## src/rtl/boot_fetch.sv

```systemverilog
// Serial program loader and instruction fetch front-end: loads a checksummed
// frame of 16-bit words into program memory, then runs a program counter over it.
module boot_fetch #(
    parameter logic [15:0] TIMEOUT = 16'hFFFF
) (
    input  logic        clk,
    input  logic        arst_n,
    input  logic        boot_req,
    input  logic        boot_valid,
    input  logic [7:0]  boot_data,
    output logic        boot_ready,
    output logic        imem_we,
    output logic [11:0] imem_addr,
    output logic [15:0] imem_wdata,
    input  logic [15:0] imem_rdata,
    input  logic        pc_inc,
    input  logic        pc_load,
    input  logic [11:0] pc_next,
    output logic [11:0] pc,
    output logic [15:0] instruction,
    output logic        bootstrapping,
    output logic        boot_err
);

    localparam logic [2:0] S_HDR_HI  = 3'd0;
    localparam logic [2:0] S_HDR_LO  = 3'd1;
    localparam logic [2:0] S_DATA_HI = 3'd2;
    localparam logic [2:0] S_DATA_LO = 3'd3;
    localparam logic [2:0] S_CKSUM   = 3'd4;
    localparam logic [2:0] S_RUN     = 3'd5;
    localparam logic [2:0] S_ERROR   = 3'd6;

    logic [2:0]  state_q, state_d;
    logic [11:0] pc_q, pc_d;
    logic [7:0]  sum_q, sum_d;
    logic [11:0] idx_q, idx_d;
    logic [11:0] cnt_q, cnt_d;
    logic [3:0]  hdr_q, hdr_d;
    logic [7:0]  hi_q, hi_d;
    logic [15:0] tmo_q, tmo_d;

    logic        loading;
    logic        accept;
    logic [15:0] tmo_inc;
    logic [11:0] frame_words;

    assign loading     = (state_q != S_RUN) && (state_q != S_ERROR);
    // A restart request swallows whatever byte is offered alongside it.
    assign accept      = boot_valid && loading && !boot_req;
    assign tmo_inc     = tmo_q + 16'd1;
    assign frame_words = {hdr_q, boot_data};

    assign boot_ready    = loading;
    assign imem_we       = (state_q == S_DATA_LO) && accept;
    assign imem_addr     = (state_q == S_RUN) ? pc_q : idx_q;
    assign imem_wdata    = {hi_q, boot_data};
    assign pc            = pc_q;
    assign instruction   = (state_q == S_RUN) ? imem_rdata : 16'h0000;
    assign bootstrapping = (state_q != S_RUN);
    assign boot_err      = (state_q == S_ERROR);

    always_comb begin
        state_d = state_q;
        pc_d    = pc_q;
        sum_d   = sum_q;
        idx_d   = idx_q;
        cnt_d   = cnt_q;
        hdr_d   = hdr_q;
        hi_d    = hi_q;
        tmo_d   = tmo_q;

        if (boot_req) begin
            state_d = S_HDR_HI;
            pc_d    = 12'h000;
            sum_d   = 8'h00;
            idx_d   = 12'h000;
            tmo_d   = 16'h0000;
        end else begin
            case (state_q)
                S_HDR_HI: begin
                    if (accept) begin
                        sum_d = sum_q + boot_data;
                        hdr_d = boot_data[3:0];
                        state_d = (boot_data[7:4] != 4'h0) ? S_ERROR : S_HDR_LO;
                    end
                end
                S_HDR_LO, S_DATA_HI, S_DATA_LO, S_CKSUM: begin
                    if (accept) begin
                        tmo_d = 16'h0000;
                        if (state_q != S_CKSUM) begin
                            sum_d = sum_q + boot_data;
                        end
                        case (state_q)
                            S_HDR_LO: begin
                                cnt_d   = frame_words;
                                idx_d   = 12'h000;
                                state_d = (frame_words == 12'h000) ? S_CKSUM : S_DATA_HI;
                            end
                            S_DATA_HI: begin
                                hi_d    = boot_data;
                                state_d = S_DATA_LO;
                            end
                            S_DATA_LO: begin
                                idx_d   = idx_q + 12'd1;
                                state_d = (idx_q + 12'd1 == cnt_q) ? S_CKSUM : S_DATA_HI;
                            end
                            default: begin
                                state_d = (boot_data == sum_q) ? S_RUN : S_ERROR;
                            end
                        endcase
                    end else if (tmo_inc == TIMEOUT) begin
                        tmo_d   = 16'h0000;
                        state_d = S_ERROR;
                    end else begin
                        tmo_d = tmo_inc;
                    end
                end
                S_RUN: begin
                    if (pc_load) begin
                        pc_d = pc_next;
                    end else if (pc_inc) begin
                        pc_d = pc_q + 12'd1;
                    end
                end
                default: begin
                    state_d = state_q;
                end
            endcase
        end
    end

    always_ff @(posedge clk or negedge arst_n) begin
        if (!arst_n) begin
            state_q <= S_HDR_HI;
            pc_q    <= 12'h000;
            sum_q   <= 8'h00;
            idx_q   <= 12'h000;
            cnt_q   <= 12'h000;
            hdr_q   <= 4'h0;
            hi_q    <= 8'h00;
            tmo_q   <= 16'h0000;
        end else begin
            state_q <= state_d;
            pc_q    <= pc_d;
            sum_q   <= sum_d;
            idx_q   <= idx_d;
            cnt_q   <= cnt_d;
            hdr_q   <= hdr_d;
            hi_q    <= hi_d;
            tmo_q   <= tmo_d;
        end
    end

endmodule
```

## config.mk

```make
export PLATFORM = sky130hd
export DESIGN_NAME = boot_fetch
export DESIGN_NICKNAME = d
export VERILOG_FILES = /design/src/rtl/boot_fetch.sv
export SDC_FILE = /design/constraint.sdc
export NUM_CORES = 1
export LEC_CHECK = 0
export BUFFER_PORTS_ARGS = -buffer_cell sky130_fd_sc_hd__buf_2
export CAP_MARGIN = 20
export CORE_MARGIN = 8
export CORE_UTILIZATION = 52
export DETAILED_ROUTE_END_ITERATION = 8
export GPL_TIMING_DRIVEN = 0
export PLACE_DENSITY = 0.74
export SYNTH_ARGS = -nofsm -noshare
export SYNTH_HDL_FRONTEND = slang
export SYNTH_SLANG_ARGS = --single-unit
```

## constraint.sdc

```tcl
create_clock -name clk -period 5.52 [get_ports clk]
set_clock_uncertainty 0.15 [all_clocks]
set_input_delay 0.828 -clock clk [delete_from_list [all_inputs] [get_ports clk]]
set_output_delay 0.828 -clock clk [all_outputs]
set_load 0.005 [all_outputs]
```

==> run summary, run 1 <==
Post-DP Area: 5528 um^2
Async SR Flop Fraction: 100.0%
Hold Path Class: primary input to asynchronous set/reset pin
Crit Path Max Fanout: 10
Slack of the critical path: 2.349 ns
Clk slew on worst S/H paths: 0.08 ns
Via count of the first global-routing pass: 4,225
Seq/Total Area, Yosys: 38.63%
Antenna diodes: 0
Fmax: 315.3 MHz
Setup Fix Bufs, Post-CTS: 0
Worst Max-Slew Pin Slew: 0.7279 ns
Setup crit end kind: primary output
PwrDens: 259.4 nW/um^2
P_leak: 2.754 nW
First-pass GRT wire length: 20,570 um
Initial antenna violation count: 0
Status: complete, no violations
Final HPWL DP: 9461 um
Row count: 35
Share of cells above drive strength 1: 25.45%
Tmin final: 3.171 ns
DR WL/cell: 15.88 um
Placed cells: 765
Area Growth Syn to Fin: 17.69%
GPL Wtd Cong: 0.9089
DRC Markers: 0
Synth Flop Type: dfrtp_1
Setup CP Type: flip-flop to primary output
Wirelength, routed: 12,370 um
MaxCap Viol Count: 0
RSZ-0062 raised after global routing: no
Die X: 112.7 um
Post-DR vias/cell: 5.711
CTS tree: built
Hold Fails Final Rpt: 0
Worst Path Arrival: 2.19 ns
CTS resizes: 0
Hold buffer count at cts: 0
CTS root buf: clkbuf_8
Number of enable flip-flop cells after synthesis: 0
Largest net degree at the start of global routing: 46
H-tree levels: 3
Post-synthesis cell area: 4858 um^2
Clock sink count: 75
Clk_lat worst skew: 0.35 ns
WP data required: 4.54 ns
Layout Utilization: 62.47%
Crit path launch type: flip-flop
GRT Overall Usage: 19.55%
Drt pass-1 iters: 5
Die Y: 112.7 um
Final hold slack: 0.2669 ns
CTS Buffer Depth: 2
Yosys cell types: 59
Routed Antenna Nets: 0
Dpl ws: 2.221 ns
Final Setup Violations: 0
#FFs+latches synth: 75
Drt first-iter violations: 396
Total negative setup slack: 0 ns
Starting Density: 53.08%
Die area: 12,690 um^2
Final period util: 57.45%
Synth Net Count: 607
Final net count: 719
Grt ovf: 0
Pwr Total: 1.483 mW
TritonCTS Buffers: 9
Final instance area: 5718 um^2
Vias after detailed routing: 4,449
Worst slew margin: 51.29%
Warnings, synthesis: 0
Core region area: 9153 um^2
I/O pin cnt: 102
Layout Cells excl Fill: 779
Synth Instances: 553
Peak supply drop: 0.2199 mV
Pins Over Slew Limit: 0
Syn_area_per_cell: 8.786 um^2
Fillers: 819
Port bufs: 100
-- registers in the layout, indices dropped and copies added (netlist names) --
register and count:
idx_q 12, hdr_q 4, cnt_q 12, pc 12, state_q 3, tmo_q 16, hi_q 8, sum_q 8
-- cells in the final DEF (no fill, tap or decap), types with 8 or more instances in the layout --
cell,n
o21ai_0,42
nand2b_1,11
clkbuf_1,21
nand3_1,21
buf_4,11
nor2_1,44
mux2_2,27
nor3_1,14
a31oi_1,9
and3_1,8
ha_1,11
dfrtp_1,75
inv_1,13
buf_2,104
and2_1,17
clkbuf_8,10
nand2_1,69
xnor2_1,20
a21oi_1,36
-- layout make-up --
cell class / instances / area [um^2] / area share (%)
plain buffers: 38 / 187.7 / 3.282
well taps: 111 / 138.9 / 2.429
flip-flops and latches: 75 / 1877 / 32.82
clock inverters: 4 / 52.55 / 0.9190
inverters: 14 / 52.55 / 0.9190
repair buffers: 101 / 530.5 / 9.278
clock buffers: 10 / 137.6 / 2.407
multi-input cells: 426 / 2741 / 47.94
-- per-layer routing --
metal | up-vias | share of wire [%] | GRT usage [%] | wire length, um
met2 | 142 | 46 | 30.69 | 5638
li1 | 2186 | - | - | -
met5 | - | 0 | 0 | 0
met1 | 2103 | 46 | 25.66 | 5668
met3 | 18 | 6.8 | 4.348 | 839
met4 | 0 | 1.8 | 7.554 | 221
-- report_power, final --
| group | internal [mW] | switching, mW | total (mW) |
|---|---|---|---|
| sequential | 0.630 | 0.0608 | 0.690 |
| combinational | 0.183 | 0.193 | 0.376 |
| clock | 0.216 | 0.201 | 0.417 |
| total | 1.03 | 0.455 | 1.48 |
-- worst paths after layout --
check	start	to	slack, ns	depth (start not counted)
max	state_q[2]	imem_we	2.35	7
min	arst_n	idx_q[1]	0.27	1
max reg2reg	tmo_q[1]	tmo_q[15]	2.54	9
min reg2reg	hi_q[6]	hi_q[6]	0.35	1
max in group asynchronous	arst_n	state_q[2]	4.39	2
min in group clk	hi_q[6]	hi_q[6]	0.35	1
-- synth_stat cells (3+ instances only) --
cell,count,area share [%]
mux2i_1,7,1.4
xnor2_1,20,3.6
o31ai_1,5,0.77
or4_1,3,0.46
xor2_1,7,1.3
buf_4,10,1.5
a22oi_1,7,1.1
ha_1,11,2.8
mux2_2,27,6.3
nor2b_1,6,0.77
and3_1,8,1.0
nor3_1,14,1.4
clkbuf_1,21,1.6
nand3b_1,3,0.46
nand2_1,69,5.3
dfrtp_1,75,39
nor2_1,44,3.4
nand3_1,21,2.2
nor4_1,5,0.64
nor4_4,4,1.8
nand2b_1,11,1.4
a31oi_1,9,1.2
and2_1,17,2.2
a22o_1,5,0.90
buf_2,5,0.51
nand4_1,6,0.77
a21oi_1,36,3.7
inv_1,13,1.0
o21ai_0,42,4.3
-- worst max-delay path, stage by stage (launching register included) --
cell	delay [ns]
dfrtp_1	0.36
clkbuf_1	0.22
nor2b_1	0.25
nand2_1	0.12
or2_2	0.29
clkbuf_1	0.20
inv_1	0.24
buf_2	0.16
-- kinds of logic after synthesis --
| group | Yosys count | share of synthesized area, % |
|---|---|---|
| simple gates | 226 | 24.59 |
| buf+inv | 52 | 4.944 |
| flops | 75 | 38.63 |
| fa+ha+maj | 12 | 3.245 |
| compound gates | 126 | 15.79 |
| mux | 35 | 7.932 |
| xor+xnor | 27 | 4.867 |
No activity file was read; power rests on OpenSTA's default activity.
==> run 2, diff against run 1 <==
--- a/config.mk
+++ b/config.mk
@@ -8,10 +8,10 @@
 export BUFFER_PORTS_ARGS = -buffer_cell sky130_fd_sc_hd__buf_2
 export CAP_MARGIN = 20
 export CORE_MARGIN = 8
-export CORE_UTILIZATION = 52
+export CORE_UTILIZATION = 50
 export DETAILED_ROUTE_END_ITERATION = 8
 export GPL_TIMING_DRIVEN = 0
-export PLACE_DENSITY = 0.74
+export PLACE_DENSITY = 0.75
 export SYNTH_ARGS = -nofsm -noshare
 export SYNTH_HDL_FRONTEND = slang
 export SYNTH_SLANG_ARGS = --single-unit
==> constraint.sdc (replaced) <==
create_clock -name clk -period 2.8 [get_ports clk]
set_clock_uncertainty 0.15 [all_clocks]
set_input_delay 0.42 -clock clk [delete_from_list [all_inputs] [get_ports clk]]
set_output_delay 0.42 -clock clk [all_outputs]
set_load 0.005 [all_outputs]
==> run summary, run 2 (same netlist as run 1, synthesis figures left out) <==
H-tree levels: 3
Final net count: 724
Hold Fails Final Rpt: 0
CTS root buf: clkbuf_8
GPL Wtd Cong: 0.8889
WP data required: 2.23 ns
I/O pin cnt: 102
Tmin final: 2.664 ns
Fillers: 860
Sequential share of power: 45.3%
PwrDens: 517.8 nW/um^2
Crit path launch type: flip-flop
Antenna diodes: 0
Port bufs: 100
Clk_lat worst skew: 0.35 ns
CP max-delay cell: dfrtp_1
Clk slew on worst S/H paths: 0.08 ns
Most common cell after layout, fill and taps aside: buf_2
Starting Density: 50.64%
Top reg by flops: tmo_q
MaxCap Viol Count: 0
Dpl ws: -0.2020 ns
Final instance area: 5834 um^2
CTS Buffer Depth: 2
Share of cells above drive strength 1: 27.45%
DRC Markers: 0
Crit-path max cell delay: 0.50 ns
Peak supply drop: 0.4155 mV
Delay-heaviest family, CP: simple AND/OR/NAND/NOR gates
Largest net degree at the start of global routing: 45
Commonest non-fill, non-tap cells in the layout: buf_2, dfrtp_1, nand2_1
Status: complete, no violations
Pins Over Slew Limit: 0
Final HPWL DP: 9544 um
Vias after detailed routing: 4,521
Routed Antenna Nets: 0
DR WL/cell: 15.81 um
Slack of the critical path: 0.1362 ns
RSZ-0062 raised after global routing: no
Final Setup Violations: 0
Sw Ratio: 30.17%
Die Y: 114.6 um
Wirelength, routed: 12,760 um
Post-DP Area: 5548 um^2
Storage element area: 1879 um^2
Internal power: 2.110 mW
Via count of the first global-routing pass: 4,363
R2R Setup Slk: 0.15 ns
Grt ovf: 0
Drt first-iter violations: 298
Worst-path cell chain: nor2b_1 -> nand2_1 -> or2_2 -> clkbuf_1 -> inv_1 -> buf_2
Fmax: 375.4 MHz
Row count: 36
CTS tree: built
Clock sink count: 75
P_leak: 2.804 nW
Max reg flops: 16
Setup CP Type: flip-flop to primary output
Psw: 911.4 uW
Drt pass-1 iters: 5
Initial antenna violation count: 0
Setup crit end kind: primary output
Worst Max-Slew Pin Slew: 0.6586 ns
Worst slew margin: 55.93%
TritonCTS Buffers: 9
First-pass GRT wire length: 21,250 um
Post-DR vias/cell: 5.602
Core region area: 9594 um^2
Area Growth Syn to Fin: 20.09%
Die X: 114.6 um
GRT Overall Usage: 19.98%
Final period util: 95.14%
Crit Path Max Fanout: 10
Hold Path Class: primary input to flip-flop
Comb power frac: 25.2%
Die area: 13,130 um^2
Buf+Inv Stages, Crit Path: 3
Worst Path Arrival: 2.09 ns
Multi-input logic area: 2771 um^2
Clock power frac: 29.5%
==> run 2: cell types whose count changed in the layout (fill, tap and decap cells not counted), sizes merged <==
cell | previous run | this run
clkinvlp | 3 | 0
buf | 117 | 122
dlygate4sd3 | 0 | 1
bufinv | 1 | 2
clkinv | 1 | 4
clkbuf | 32 | 31
==> run 2: final timing paths <==
kind	to	from	depth (start not counted)
hold / removal	pc[3]	pc_next[3]	3
setup / recovery	imem_we	state_q[2]	6
max in group asynchronous	hi_q[1]	arst_n	3
min in group asynchronous	tmo_q[10]	arst_n	2
hold reg to reg	hi_q[6]	hi_q[6]	1
setup reg to reg	state_q[1]	tmo_q[0]	8
==> run 2: power by group through the flow <==
stage	combinational (mW)	clock (mW)	sequential, mW
global route	0.847	0.963	1.39
CTS	0.766	0.913	1.36
floorplan	0.488	0	1.36
finish	0.761	0.890	1.37
detailed placement	0.750	0	1.38
global placement	0.719	0	1.37
==> run 2: worst min-delay path: stages <==
cell	delay (ns)
buf_2	0.08
a21oi_1	0.05
o21ai_0	0.13
==> run 2: final cells by class <==
type / instances / area share (%)
tap: 133 / 2.852
multi-input combinational: 426 / 47.50
sequential: 75 / 32.21
timing repair buffer: 107 / 9.779
inverter: 14 / 0.9222
buffer: 37 / 3.195
clock buffer: 10 / 2.187
clock inverter: 5 / 1.351
==> run 2: stage by stage <==
step	cells	utilization, %	TNS (ns)	total power [mW]	hold WS, ns
floorplan	553	-	0	1.846	-0.02559
global placement	786	57.59	-0.8207	2.091	0.3341
detailed placement	787	57.82	-2.146	2.132	0.2484
CTS	807	60.59	0	3.039	0.1965
global route	807	60.81	0	3.199	0.2219
finish	807	60.81	0	3.021	0.2041
==> run 2: repair_timing <==
action / CTS / global route
buffers inserted: 4 / 1
endpoints found under the hold margin: 31 / 0
resized for setup: 7 / 7
hold buffers: 1 / 0
endpoints found under the setup margin: 24 / 37
pin swaps: 3 / 3
==> run 2: routing by layer <==
metal	wire, um	vias to the layer above	part of all wire [%]	track usage, %
met4	183	0	1.4	6.389
met2	5900	161	46	32.81
met1	5670	2137	44	25.06
li1	-	2206	-	-
met5	0	-	0	0
met3	1007	17	7.9	5.063
